$ cat src/rtl/bus_timer_slave_pkg.sv
// Shared definitions for the bus timer: register offsets, CTRL bit layout,
// MODE encodings and FSM state encodings.
package bus_timer_slave_pkg;

    localparam logic [1:0] ADDR_CTRL   = 2'd0;
    localparam logic [1:0] ADDR_PRESET = 2'd1;
    localparam logic [1:0] ADDR_COUNT  = 2'd2;
    localparam logic [1:0] ADDR_RSVD   = 2'd3;

    localparam int CTRL_EN_BIT   = 0;
    localparam int CTRL_MODE_LSB = 1;
    localparam int CTRL_MODE_MSB = 2;
    localparam int CTRL_IM_BIT   = 3;
    localparam int CTRL_BITS     = 4;

    localparam logic [1:0] MODE_ONE_SHOT = 2'b00;
    localparam logic [1:0] MODE_PERIODIC = 2'b01;

    typedef enum logic [1:0] {
        ST_IDLE = 2'd0,
        ST_LOAD = 2'd1,
        ST_CNT  = 2'd2,
        ST_INT  = 2'd3
    } timer_state_e;

    // Any MODE other than periodic, including the unused codes, behaves as one-shot.
    function automatic logic is_periodic(input logic [CTRL_BITS-1:0] ctrl);
        return (ctrl[CTRL_MODE_MSB:CTRL_MODE_LSB] == MODE_PERIODIC) &&
               (ctrl[CTRL_MODE_MSB:CTRL_MODE_LSB] != MODE_ONE_SHOT);
    endfunction

endpackage

$ cat src/rtl/bus_timer_slave_prescaler.sv
// Count-tick generator: one tick every PRESCALE clocks while the timer is counting.
// Used by bus_timer_slave only when TIMER_PRESCALE_EN is defined.
module bus_timer_slave_prescaler #(
    parameter int PRESCALE = 4
) (
    input  logic i_clk,
    input  logic i_reset,
    input  logic i_clear,
    input  logic i_run,
    output logic o_tick
);

    localparam int CW = (PRESCALE > 1) ? $clog2(PRESCALE) : 1;
    localparam logic [CW-1:0] LAST = CW'(PRESCALE - 1);

    logic [CW-1:0] r_cnt;

    assign o_tick = (r_cnt == LAST);

    always_ff @(posedge i_clk) begin
        if (!i_reset || i_clear) begin
            r_cnt <= '0;
        end else if (i_run) begin
            if (o_tick) begin
                r_cnt <= '0;
            end else begin
                r_cnt <= r_cnt + CW'(1);
            end
        end
    end

endmodule

$ cat src/rtl/bus_timer_slave.sv
// Memory-mapped down-counting timer slave (CTRL / PRESET / COUNT), one-shot or periodic irq.
// Optional count prescaler enabled by defining TIMER_PRESCALE_EN.
import bus_timer_slave_pkg::*;

module bus_timer_slave #(
    parameter int WIDTH    = 32,
    parameter int PRESCALE = 4
) (
    input  logic             clk,
    input  logic             reset,
    input  logic             sel,
    input  logic             we,
    input  logic [1:0]       addr,
    input  logic [WIDTH-1:0] wdata,
    output logic [WIDTH-1:0] rdata,
    output logic             irq
);

    if (PRESCALE < 1) begin : g_bad_prescale
        $error("PRESCALE must be >= 1");
    end

    logic [CTRL_BITS-1:0] r_ctrl;
    logic [WIDTH-1:0]     r_preset;
    logic [WIDTH-1:0]     r_count;
    logic                 r_irq_flag;
    timer_state_e         r_state;

    timer_state_e         w_state_next;
    logic [WIDTH-1:0]     w_count_next;
    logic                 w_set_flag;
    logic                 w_clr_flag;
    logic                 w_clr_en;
    logic                 w_ctrl_wr;
    logic                 w_preset_wr;
    logic                 w_tick;

    assign w_ctrl_wr   = sel && we && (addr == ADDR_CTRL);
    assign w_preset_wr = sel && we && (addr == ADDR_PRESET);

`ifdef TIMER_PRESCALE_EN
    logic w_ps_clear;
    logic w_ps_run;

    assign w_ps_clear = (r_state == ST_LOAD);
    assign w_ps_run   = (r_state == ST_CNT);

    bus_timer_slave_prescaler #(
        .PRESCALE (PRESCALE)
    ) u_prescaler (
        .i_clk   (clk),
        .i_reset (reset),
        .i_clear (w_ps_clear),
        .i_run   (w_ps_run),
        .o_tick  (w_tick)
    );
`else
    assign w_tick = 1'b1;
`endif

    always_ff @(posedge clk) begin
        if (!reset) begin
            r_state <= ST_IDLE;
        end else begin
            r_state <= w_state_next;
        end
    end

    // Expiry drives COUNT to 0 directly, so PRESET=0 and PRESET=1 time out alike.
    always_comb begin
        w_state_next = r_state;
        w_count_next = r_count;
        w_set_flag   = 1'b0;
        w_clr_flag   = 1'b0;
        w_clr_en     = 1'b0;
        case (r_state)
            ST_IDLE: begin
                if (r_ctrl[CTRL_EN_BIT]) begin
                    w_state_next = ST_LOAD;
                end
            end
            ST_LOAD: begin
                w_count_next = r_preset;
                w_state_next = ST_CNT;
            end
            ST_CNT: begin
                if (!r_ctrl[CTRL_EN_BIT]) begin
                    w_state_next = ST_IDLE;
                end else if (w_tick) begin
                    if (r_count > WIDTH'(1)) begin
                        w_count_next = r_count - WIDTH'(1);
                    end else begin
                        w_count_next = '0;
                        w_set_flag   = 1'b1;
                        w_state_next = ST_INT;
                    end
                end
            end
            ST_INT: begin
                if (is_periodic(r_ctrl)) begin
                    w_clr_flag   = 1'b1;
                    w_state_next = ST_LOAD;
                end else begin
                    w_clr_en     = 1'b1;
                    w_state_next = ST_IDLE;
                end
            end
            default: begin
                w_state_next = ST_IDLE;
            end
        endcase
    end

    // A bus write to CTRL overrides the one-shot EN clear landing on the same edge.
    always_ff @(posedge clk) begin
        if (!reset) begin
            r_ctrl <= '0;
        end else if (w_ctrl_wr) begin
            r_ctrl <= wdata[CTRL_BITS-1:0];
        end else if (w_clr_en) begin
            r_ctrl[CTRL_EN_BIT] <= 1'b0;
        end
    end

    always_ff @(posedge clk) begin
        if (!reset) begin
            r_preset <= '0;
        end else if (w_preset_wr) begin
            r_preset <= wdata;
        end
    end

    always_ff @(posedge clk) begin
        if (!reset) begin
            r_count <= '0;
        end else begin
            r_count <= w_count_next;
        end
    end

    always_ff @(posedge clk) begin
        if (!reset) begin
            r_irq_flag <= 1'b0;
        end else if (w_ctrl_wr || w_clr_flag) begin
            r_irq_flag <= 1'b0;
        end else if (w_set_flag) begin
            r_irq_flag <= 1'b1;
        end
    end

    always_comb begin
        rdata = '0;
        case (addr)
            ADDR_CTRL:   rdata[CTRL_BITS-1:0] = r_ctrl;
            ADDR_PRESET: rdata = r_preset;
            ADDR_COUNT:  rdata = r_count;
            ADDR_RSVD:   rdata = '0;
            default:     rdata = '0;
        endcase
    end

    assign irq = r_ctrl[CTRL_IM_BIT] & r_irq_flag;

endmodule

$ cat config.mk
export PLATFORM = sky130hd
export DESIGN_NAME = bus_timer_slave
export DESIGN_NICKNAME = d
export VERILOG_FILES = /design/src/rtl/bus_timer_slave_pkg.sv /design/src/rtl/bus_timer_slave_prescaler.sv /design/src/rtl/bus_timer_slave.sv
export SDC_FILE = /design/constraint.sdc
export NUM_CORES = 1
export LEC_CHECK = 0
export CELL_PAD_IN_SITES_DETAIL_PLACEMENT = 2
export CELL_PAD_IN_SITES_GLOBAL_PLACEMENT = 2
export CORE_MARGIN = 2
export CORE_UTILIZATION = 32
export CTS_BUF_LIST = sky130_fd_sc_hd__clkbuf_4 sky130_fd_sc_hd__clkbuf_8
export DETAILED_ROUTE_END_ITERATION = 6
export PLACE_DENSITY_LB_ADDON = 0.1
export SLEW_MARGIN = 20
export SYNTH_ARGS = -nofsm -noshare
export SYNTH_HDL_FRONTEND = slang
export SYNTH_SLANG_ARGS = --single-unit
$ cat constraint.sdc
create_clock -name clk -period 2.95 [get_ports clk]
set_input_delay 0.59 -clock clk [delete_from_list [all_inputs] [get_ports clk]]
set_output_delay 0.59 -clock clk [all_outputs]
set_load 0.01 [all_outputs]
==> impl_metrics.py, run 1 <==
metrics = {
    "run_status": {
        "status": "completed",
    },
    "drt": {
        "dr_total_vias": 4693,
        "wl_per_cell_um": 22.3,
        "drt_wl_total_um": 18100,
        "drtIter0Drc": 319,
        "route.detailed.drc": 0,
        "via_per_inst": 5.79,
        "drt_first_pass_iters": 5,
        "antenna_left": 0,
    },
    "place": {
        "placed_cells": 793,
        "dpl_cell_area_um2": 5230,
        "numPortBuffers": 70,
        "hpwl_um": 12900,
        "pre_cts_ws_ns": -0.150,
        "finalWeightedCongestion": 0.815,
    },
    "worst_setup_path": {
        "critPathRequiredTime_ns": 2.36,
        "crit_path_end_kind": "output pin",
        "reg2reg_from": "r_count[0]$_SDFFE_PN0P_",
        "timing.rr.end": "r_count[20]$_SDFFE_PN0P_",
        "rrSetupSlack_ns": 0.35,
        "cp_max_fo": 16,
        "startpoint_type": "primary input",
        "rr_worst_depth": 7,
        "cp-endpoint": "rdata[26]",
        "startpoint": "addr[0]",
        "crit_type": "primary input to output pin",
        "arrival_ns": 2.30,
    },
    "clocking": {
        "cts.sinks": 71,
        "cts-root-buf": "clkbuf_8",
        "htreeDepth": 3,
        "clk_pin_slew_worst_paths_ns": 0.08,
        "ctsHoldBuffers": 0,
        "cts_tree": "yes",
        "post_cts_buffers": 0,
        "cts_buffer_depth": 2,
        "clk_latency_ns": 0.37,
        "numCtsBuffers": 9,
    },
    "finish": {
        "areaGrowthSynthToFinish_pct": 30.8,
        "fin_util": 0.424,
        "antenna_cells": 0,
        "design_area_um2": 5570,
        "layout.nets": 674,
        "final_cells": 811,
        "nFillCells": 1552,
        "final_layout_size_suffix_gt1_frac": 0.131,
    },
    "sta": {
        "finalSetupViolCount": 0,
        "setup_ws_ns": 0.0618,
        "fmax_mhz": 346,
        "rsz0062_at_grt": "false",
        "final.min_clock_period_ns": 2.89,
        "tightest_slew_ns": 0.686,
        "hold_violations": 0,
        "slew_headroom": 0.539,
        "finalMaxSlewViolations": 0,
        "post-route-period-util": 0.979,
        "tns_ns": 0,
        "worst_hold_slack_ns": 0.489,
        "finalClockSkew_ns": 0.00790,
    },
    "logic_synthesis": {
        "syn_area_um2": 4260,
        "mappedNetlistNets": 609,
        "synth.most_common_cell": "nand2_1",
        "netlist.area_leader.share": 0.334,
        "avgSynthCellArea_um2": 7.54,
        "ys_seq_area_frac": 0.334,
        "synth_flop_cell": "dfxtp_1",
        "yosysWarningCount": 0,
        "synth_seq_cells": 71,
        "synth.distinct_cells": 65,
        "synth_edf_count": 0,
        "synthTopCellsByCount": "nand2_1 (83), dfxtp_1 (71), a21oi_1 (67), nor2_1 (42), o21ai_0 (41)",
        "synth_async_sr_flop_share": 0,
        "synthCells": 565,
        "synth_area_leaders": "dfxtp_1 (33%), a21oi_1 (7.9%), nand2_1 (7.3%)",
        "synth_top_area_cell": "dfxtp_1",
    },
    "global_routing": {
        "antenna_found_initial": 0,
        "track_usage": 0.265,
        "grt_first_pass_wirelength_um": 29100,
        "grt_max_degree": 29,
        "overflow": 0,
        "grt_pass1_vias": 5048,
    },
    "floorplan": {
        "die_h_um": 119,
        "rows": 42,
        "coreArea_um2": 13100,
        "io_pins": 71,
        "start_util": 0.324,
        "dieWidth_um": 119,
        "die_area_um2": 14200,
    },
    "job": {
        "cap_viol_max_count": 0,
    },
    "power_and_ir_drop": {
        "p_per_area_nw_per_um2": 411,
        "ir_worst_vdd_uv": 202,
        "fin_total_pwr_mw": 2.29,
        "p_leak_nw": 2.02,
    },
    "min_path": {
        "hp-class": "flip-flop to flip-flop",
    },
}
## layout by cell type (no fill, tap or decap), drive strengths merged, types with 9 or more instances in the layout
cell | synthesis | final
a211oi | 9 | 9
a21oi | 67 | 67
a22oi | 34 | 34
a31o | 11 | 11
buf | 5 | 25
clkbuf | 37 | 13
clkdlybuf4s50 | 0 | 61
dfxtp | 71 | 71
dlygate4sd2 | 0 | 9
inv | 12 | 12
nand2 | 84 | 84
nor2 | 42 | 42
nor2b | 31 | 31
nor3 | 14 | 14
o21ai | 41 | 41
## worst max-delay path, cell delays in order
cell and delay [ns]:
dlygate4sd2_1 0.28, inv_2 0.14, ha_4 0.20, bufbuf_16 0.31, a22oi_1 0.11, nor2b_1 0.13
clkdlybuf4s50_1 0.54
## worst min-delay path by stage
stage | cells after the start | startpoint | slack, ns | to
floorplan | 2 | r_preset[11]$_SDFFE_PN0P_ | 0.45 | r_preset[11]$_SDFFE_PN0P_
global placement | 2 | r_preset[11]$_SDFFE_PN0P_ | 0.47 | r_preset[11]$_SDFFE_PN0P_
detailed placement | 2 | r_preset[27]$_SDFFE_PN0P_ | 0.48 | r_preset[27]$_SDFFE_PN0P_
CTS | 2 | r_preset[27]$_SDFFE_PN0P_ | 0.49 | r_preset[27]$_SDFFE_PN0P_
global route | 2 | r_preset[22]$_SDFFE_PN0P_ | 0.52 | r_preset[22]$_SDFFE_PN0P_
finish | 2 | r_preset[27]$_SDFFE_PN0P_ | 0.49 | r_preset[27]$_SDFFE_PN0P_
## routing by layer
layer | share of wire | wire, um | global-route usage
met4 | 0.026 | 464 | 0.0934
met1 | 0.48 | 8660 | 0.376
met5 | 0 | 0 | 0
met2 | 0.45 | 8170 | 0.414
met3 | 0.044 | 787 | 0.0307
## where the power goes
group	internal (mW)	switching (mW)	leakage [nW]
Clock	0.541	0.407	0.120
Sequential	0.974	0.0235	0.574
Combinational	0.153	0.190	1.32
Total	1.67	0.621	2.02
## sequential cells by signal, summed over array words and instances, names as in the netlist
signal,count
r_count,32
r_state,2
r_ctrl,4
r_irq_flag,1
r_preset,32
## what timing repair did
action	4_1_cts	5_1_grt
resized for setup	20	0
setup endpoints to repair	32	0
endpoints found under the hold margin	0	0
## area by class of cell
type	instances	area (um^2)	area share
clock inverter	3	65.1	0.0117
multi-input combinational	438	2630	0.472
inverter	13	48.8	0.00876
clock buffer	13	166	0.0299
sequential	71	1420	0.255
timing repair buffer	97	1020	0.183
tap	176	220	0.0396
## kinds of logic after synthesis
| logic type | after synthesis | share of synthesized area |
|---|---|---|
| buf+inv | 56 | 0.0617 |
| mux | 3 | 0.00705 |
| compound gates | 209 | 0.323 |
| fa+ha+maj | 6 | 0.0176 |
| flops | 71 | 0.334 |
| simple gates | 220 | 0.257 |
Power figures use the tool's default switching activity.
==> inputs of run 2 (changes only) <==
--- a/config.mk
+++ b/config.mk
@@ -8,8 +8,8 @@
 export CELL_PAD_IN_SITES_DETAIL_PLACEMENT = 2
 export CELL_PAD_IN_SITES_GLOBAL_PLACEMENT = 2
 export CORE_MARGIN = 2
-export CORE_UTILIZATION = 32
-export CTS_BUF_LIST = sky130_fd_sc_hd__clkbuf_4 sky130_fd_sc_hd__clkbuf_8
+export CORE_UTILIZATION = 31
+export CTS_BUF_LIST = sky130_fd_sc_hd__clkbuf_16
 export DETAILED_ROUTE_END_ITERATION = 6
 export PLACE_DENSITY_LB_ADDON = 0.1
 export SLEW_MARGIN = 20
==> run 2 against run 1 <==
First-iteration DRC count fell by 38%. Critical path type unchanged. Power rose by 1.4%. Largest power group is now the clock network. Maximum frequency rose by 5.4%. Non-clock buffer count shrank 1. Worst hold slack got worse by 0.0095 ns. Worst setup slack better by 0.15 ns. Die area is 3.1% higher. Cell count decreased by 0.12%. Clock power increased by 5%. Register-to-register slack improved by 0.05 ns.
==> impl_metrics.py, run 2 (synthesized netlist as in run 1, its figures left out) <==
metrics = {
    "worst_setup_path": {
        "crit_path_end_kind": "output pin",
        "cp_max_fo": 19,
        "path_cells": "clkdlybuf4s50_1 -> inv_1 -> ha_2 -> buf_12 -> a22oi_1 -> o21ai_0 -> dlygate4sd2_1",
        "critPathMaxStageDelay_ns": 0.49,
        "crit_type": "primary input to output pin",
        "cp_slowest_cell": "clkdlybuf4s50_1",
        "startpoint_type": "primary input",
        "critPathRequiredTime_ns": 2.36,
        "cp_num_buf_inv": 4,
        "arrival_ns": 2.15,
        "cp_top_family": "buffers and inverters",
    },
    "run_status": {
        "status": "completed",
    },
    "finish": {
        "antenna_cells": 0,
        "layout.nets": 673,
        "most-common-layout-cells": "nand2_1 (83), dfxtp_1 (71), a21oi_1 (67)",
        "areaGrowthSynthToFinish_pct": 27.7,
        "reg_top3": "r_count (32), r_preset (32), r_ctrl (4)",
        "final_common_cell": "nand2_1",
        "final_layout_size_suffix_gt1_frac": 0.114,
    },
    "drt": {
        "route.detailed.drc": 0,
        "drt_first_pass_iters": 4,
        "wl_per_cell_um": 19.8,
        "via_per_inst": 5.63,
        "drt_wl_total_um": 16000,
        "dr_total_vias": 4558,
        "drtIter0Drc": 199,
        "antenna_left": 0,
    },
    "place": {
        "numPortBuffers": 70,
        "hpwl_um": 11300,
        "finalWeightedCongestion": 0.796,
    },
    "clocking": {
        "cts.sinks": 71,
        "cts-root-buf": "clkbuf_16",
        "cts_tree": "yes",
        "htreeDepth": 3,
        "clk_latency_ns": 0.35,
        "clk_pin_slew_worst_paths_ns": 0.06,
        "post_cts_buffers": 0,
        "cts_buffer_depth": 2,
        "numCtsBuffers": 9,
    },
    "sta": {
        "worst_hold_slack_ns": 0.479,
        "slew_headroom": 0.633,
        "final.min_clock_period_ns": 2.74,
        "finalSetupViolCount": 0,
        "rsz0062_at_grt": "false",
        "finalMaxSlewViolations": 0,
        "tns_ns": 0,
        "finalClockSkew_ns": 0.00450,
        "hold_violations": 0,
        "fmax_mhz": 365,
        "tightest_slew_ns": 0.544,
        "post-route-period-util": 0.929,
    },
    "global_routing": {
        "track_usage": 0.227,
        "overflow": 0,
        "grt_first_pass_wirelength_um": 26100,
        "grt_max_degree": 33,
        "antenna_found_initial": 0,
        "grt_pass1_vias": 4840,
    },
    "floorplan": {
        "start_util": 0.319,
        "rows": 42,
        "io_pins": 71,
        "coreArea_um2": 13300,
        "die_h_um": 121,
        "die_area_um2": 14700,
        "dieWidth_um": 121,
    },
    "min_path": {
        "hp-class": "flip-flop to flip-flop",
    },
    "job": {
        "cap_viol_max_count": 0,
    },
    "power_and_ir_drop": {
        "ir_worst_vdd_uv": 247,
        "p_per_area_nw_per_um2": 427,
        "p_leak_nw": 2.10,
    },
}
[run 2: changes by cell type in the layout (fill, tap and decap cells not counted), moves of 9 or more]
cell             change
clkbuf_16            +9
clkbuf_8            -11
clkdlybuf4s50_1     -23
dlygate4sd2_1       +23
[run 2: timing repair]
item / 4_1_cts / 5_1_grt
gates resized for setup: 36 / 0
endpoints found under the setup margin: 32 / 0
hold buffers: 0 / 0
[run 2: stage by stage]
| stage | total power, mW | setup slack, ns | area (um^2) | std cells | utilization |
|---|---|---|---|---|---|
| floorplan | 1.18 | 0.669 | 4260 | 565 | - |
| global placement | 1.33 | -0.0236 | 5200 | 794 | 0.389 |
| detailed placement | 1.34 | -0.106 | 5200 | 794 | 0.389 |
| CTS | 2.34 | 0.195 | 5440 | 810 | 0.407 |
| global route | 2.43 | 0.0861 | 5440 | 810 | 0.407 |
| finish | 2.32 | 0.208 | 5440 | 810 | 0.407 |
[run 2: worst reg2reg max path, delay by kind of cell, from the launching register on]
kind / cells / cell delay (ns)
AOI/OAI and AO/OA: 2 / 0.41
adders and majority gates: 1 / 0.28
buffers and inverters: 1 / 0.10
DFF: 1 / 0.37
and+or+nand+nor: 3 / 1.30
[run 2: final timing paths]
path	startpoint	to	slack (ns)	cells after the start
hold / removal	r_preset[6]$_SDFFE_PN0P_	r_preset[6]$_SDFFE_PN0P_	0.48	2
setup reg to reg	r_count[0]$_SDFFE_PN0P_	r_count[16]$_SDFFE_PN0P_	0.40	7
setup / recovery	addr[1]	rdata[0]	0.21	7
hold reg to reg	r_preset[6]$_SDFFE_PN0P_	r_preset[6]$_SDFFE_PN0P_	0.48	2
[run 2: cell type report]
type,count,area [um^2]
fill,1557,7910
multi-input combinational,438,2580
sequential,71,1420
timing repair buffer,96,901
clock buffer,9,225
tap,176,220
inverter,13,48.8
clock inverter,7,40.0
[run 2: metal layers]
metal | vias up | GRT usage | routed length [um]
li1 | 2176 | - | -
met1 | 2277 | 0.294 | 7470
met2 | 87 | 0.392 | 7790
met3 | 18 | 0.0414 | 544
met4 | 0 | 0.0546 | 227
met5 | - | 0 | 0
[run 2: report_power, final]
group	switching (mW)	total [mW]	internal [mW]
logic	0.181	0.321	0.140
clock network	0.443	1.00	0.560
registers	0.0215	0.997	0.975
total	0.645	2.32	1.68
==> inputs of run 3 (changes only) <==
--- a/config.mk
+++ b/config.mk
@@ -12,6 +12,7 @@
 export CTS_BUF_LIST = sky130_fd_sc_hd__clkbuf_16
 export DETAILED_ROUTE_END_ITERATION = 6
 export PLACE_DENSITY_LB_ADDON = 0.1
+export REMOVE_ABC_BUFFERS = 1
 export SLEW_MARGIN = 20
 export SYNTH_ARGS = -nofsm -noshare
 export SYNTH_HDL_FRONTEND = slang
==> run 3 against run 2 <==
Sequential share of layout area fell by 0.23 points. Sequential power barely moved. First-iteration DRC count fell by 16%. Critical path type unchanged. Critical endpoint is now rdata[30].
==> impl_metrics.py, run 3 (synthesized netlist as in run 1, its figures left out) <==
metrics = {
    "worst_setup_path": {
        "crit_path_end_kind": "output pin",
        "reg2reg_from": "r_count[0]$_SDFFE_PN0P_",
        "critPathMaxStageDelay_ns": 0.50,
        "rrSetupSlack_ns": 0.43,
        "cp_slowest_cell": "clkdlybuf4s50_1",
        "path_cells": "clkdlybuf4s50_1 -> inv_2 -> ha_4 -> buf_4 -> a22oi_1 -> nor2b_1 -> dlygate4sd2_1",
        "timing.rr.end": "r_count[16]$_SDFFE_PN0P_",
        "startpoint_type": "primary input",
        "rr_worst_depth": 7,
        "startpoint": "addr[1]",
        "cp_max_fo": 4,
        "crit_type": "primary input to output pin",
        "arrival_ns": 2.09,
        "critPathRequiredTime_ns": 2.36,
    },
    "global_routing": {
        "grt_max_degree": 33,
        "track_usage": 0.233,
        "grt_pass1_vias": 5076,
        "antenna_found_initial": 0,
        "overflow": 0,
        "grt_first_pass_wirelength_um": 26900,
    },
    "floorplan": {
        "die_h_um": 121,
        "io_pins": 71,
        "dieWidth_um": 121,
        "die_area_um2": 14700,
        "start_util": 0.319,
        "coreArea_um2": 13300,
        "rows": 42,
    },
    "sta": {
        "final.min_clock_period_ns": 2.68,
        "post-route-period-util": 0.910,
        "tns_ns": 0,
        "slew_headroom": 0.626,
        "fmax_mhz": 372,
        "hold_violations": 0,
        "worst_hold_slack_ns": 0.476,
        "finalClockSkew_ns": 0.00502,
        "finalMaxSlewViolations": 0,
        "tightest_slew_ns": 0.557,
        "finalSetupViolCount": 0,
        "rsz0062_at_grt": "false",
    },
    "power_and_ir_drop": {
        "p_per_area_nw_per_um2": 420,
        "p_leak_nw": 2.18,
        "ir_worst_vdd_uv": 253,
    },
    "finish": {
        "final_cells": 813,
        "reg_top3": "r_count (32), r_preset (32), r_ctrl (4)",
        "final_common_cell": "nand2_1",
        "antenna_cells": 0,
        "areaGrowthSynthToFinish_pct": 28.8,
        "final_layout_size_suffix_gt1_frac": 0.121,
        "most-common-layout-cells": "nand2_1 (83), dfxtp_1 (71), a21oi_1 (67)",
        "design_area_um2": 5480,
        "nFillCells": 1575,
        "layout.nets": 677,
        "fin_util": 0.411,
    },
    "run_status": {
        "status": "completed",
    },
    "clocking": {
        "htreeDepth": 3,
        "clk_latency_ns": 0.35,
        "cts_buffer_depth": 2,
        "cts-root-buf": "clkbuf_16",
        "clk_pin_slew_worst_paths_ns": 0.06,
        "numCtsBuffers": 9,
        "post_cts_buffers": 0,
        "cts.sinks": 71,
        "cts_tree": "yes",
    },
    "drt": {
        "route.detailed.drc": 0,
        "via_per_inst": 5.69,
        "dr_total_vias": 4629,
        "drtIter0Drc": 167,
        "antenna_left": 0,
        "wl_per_cell_um": 20.2,
        "drt_wl_total_um": 16400,
        "drt_first_pass_iters": 5,
    },
    "min_path": {
        "hp-class": "flip-flop to flip-flop",
        "min_to": "r_preset[15]$_SDFFE_PN0P_",
        "hp-start": "r_preset[15]$_SDFFE_PN0P_",
        "worstHoldPathCells": 2,
    },
    "job": {
        "cap_viol_max_count": 0,
    },
    "place": {
        "dpl_cell_area_um2": 5190,
        "finalWeightedCongestion": 0.811,
        "hpwl_um": 11500,
        "numPortBuffers": 70,
        "placed_cells": 797,
    },
}
## run 3: area by class of cell
cell class | instances | area, um^2 | share of cell area
Clock buffer | 9 | 225 | 0.0411
Multi-Input combinational cell | 438 | 2610 | 0.477
Inverter | 13 | 48.8 | 0.00890
Clock inverter | 6 | 23.8 | 0.00433
Tap cell | 176 | 220 | 0.0402
Timing Repair Buffer | 100 | 931 | 0.170
Sequential cell | 71 | 1420 | 0.259
## run 3: power breakdown
group | internal [mW] | leakage [nW] | switching [mW]
Combinational | 0.143 | 1.47 | 0.186
Clock | 0.548 | 0.138 | 0.429
Sequential | 0.976 | 0.574 | 0.0205
## run 3: worst max-delay path: cells and delay by family
| kind | cells | cell delay [ns] |
|---|---|---|
| buffers and inverters | 4 | 1.01 |
| AOI/OAI and AO/OA | 1 | 0.23 |
| adders and majority gates | 1 | 0.19 |
| and+or+nand+nor | 1 | 0.07 |
## run 3: what timing repair did
| action | CTS | global route |
|---|---|---|
| gates cloned | 1 | 0 |
| hold endpoints to repair | 0 | 0 |
| endpoints found under the setup margin | 32 | 4 |
| pin swaps | 0 | 0 |
| hold buffers | 0 | 0 |
| resized for setup | 42 | 7 |
## run 3: metal layers
layer | part of all wire | global-route usage | vias up
met4 | 0.020 | 0.0826 | 0
met3 | 0.032 | 0.0338 | 22
met5 | 0 | 0 | -
li1 | - | - | 2185
met1 | 0.44 | 0.281 | 2341
met2 | 0.50 | 0.421 | 81
## run 3: how the worst max path moves through the flow
| stage | endpoint | slack [ns] | cells after the start |
|---|---|---|---|
| 2_1_floorplan | r_preset[0]$_SDFFE_PN0P_ | 0.37 | 5 |
| 3_3_place_gp | rdata[2] | -0.05 | 7 |
| 3_5_place_dp | rdata[10] | -0.12 | 7 |
| 4_1_cts | rdata[3] | 0.004 | 7 |
| 5_1_grt | rdata[12] | 0.18 | 6 |
| 6_report | rdata[30] | 0.27 | 7 |
## run 3: metrics by stage
| step | setup WS (ns) | total power [mW] |
|---|---|---|
| after floorplan | 0.370 | 1.16 |
| after global placement | -0.0474 | 1.32 |
| after detailed placement | -0.123 | 1.33 |
| after CTS | 0.00383 | 2.32 |
| after global routing | 0.176 | 2.40 |
| final | 0.265 | 2.30 |
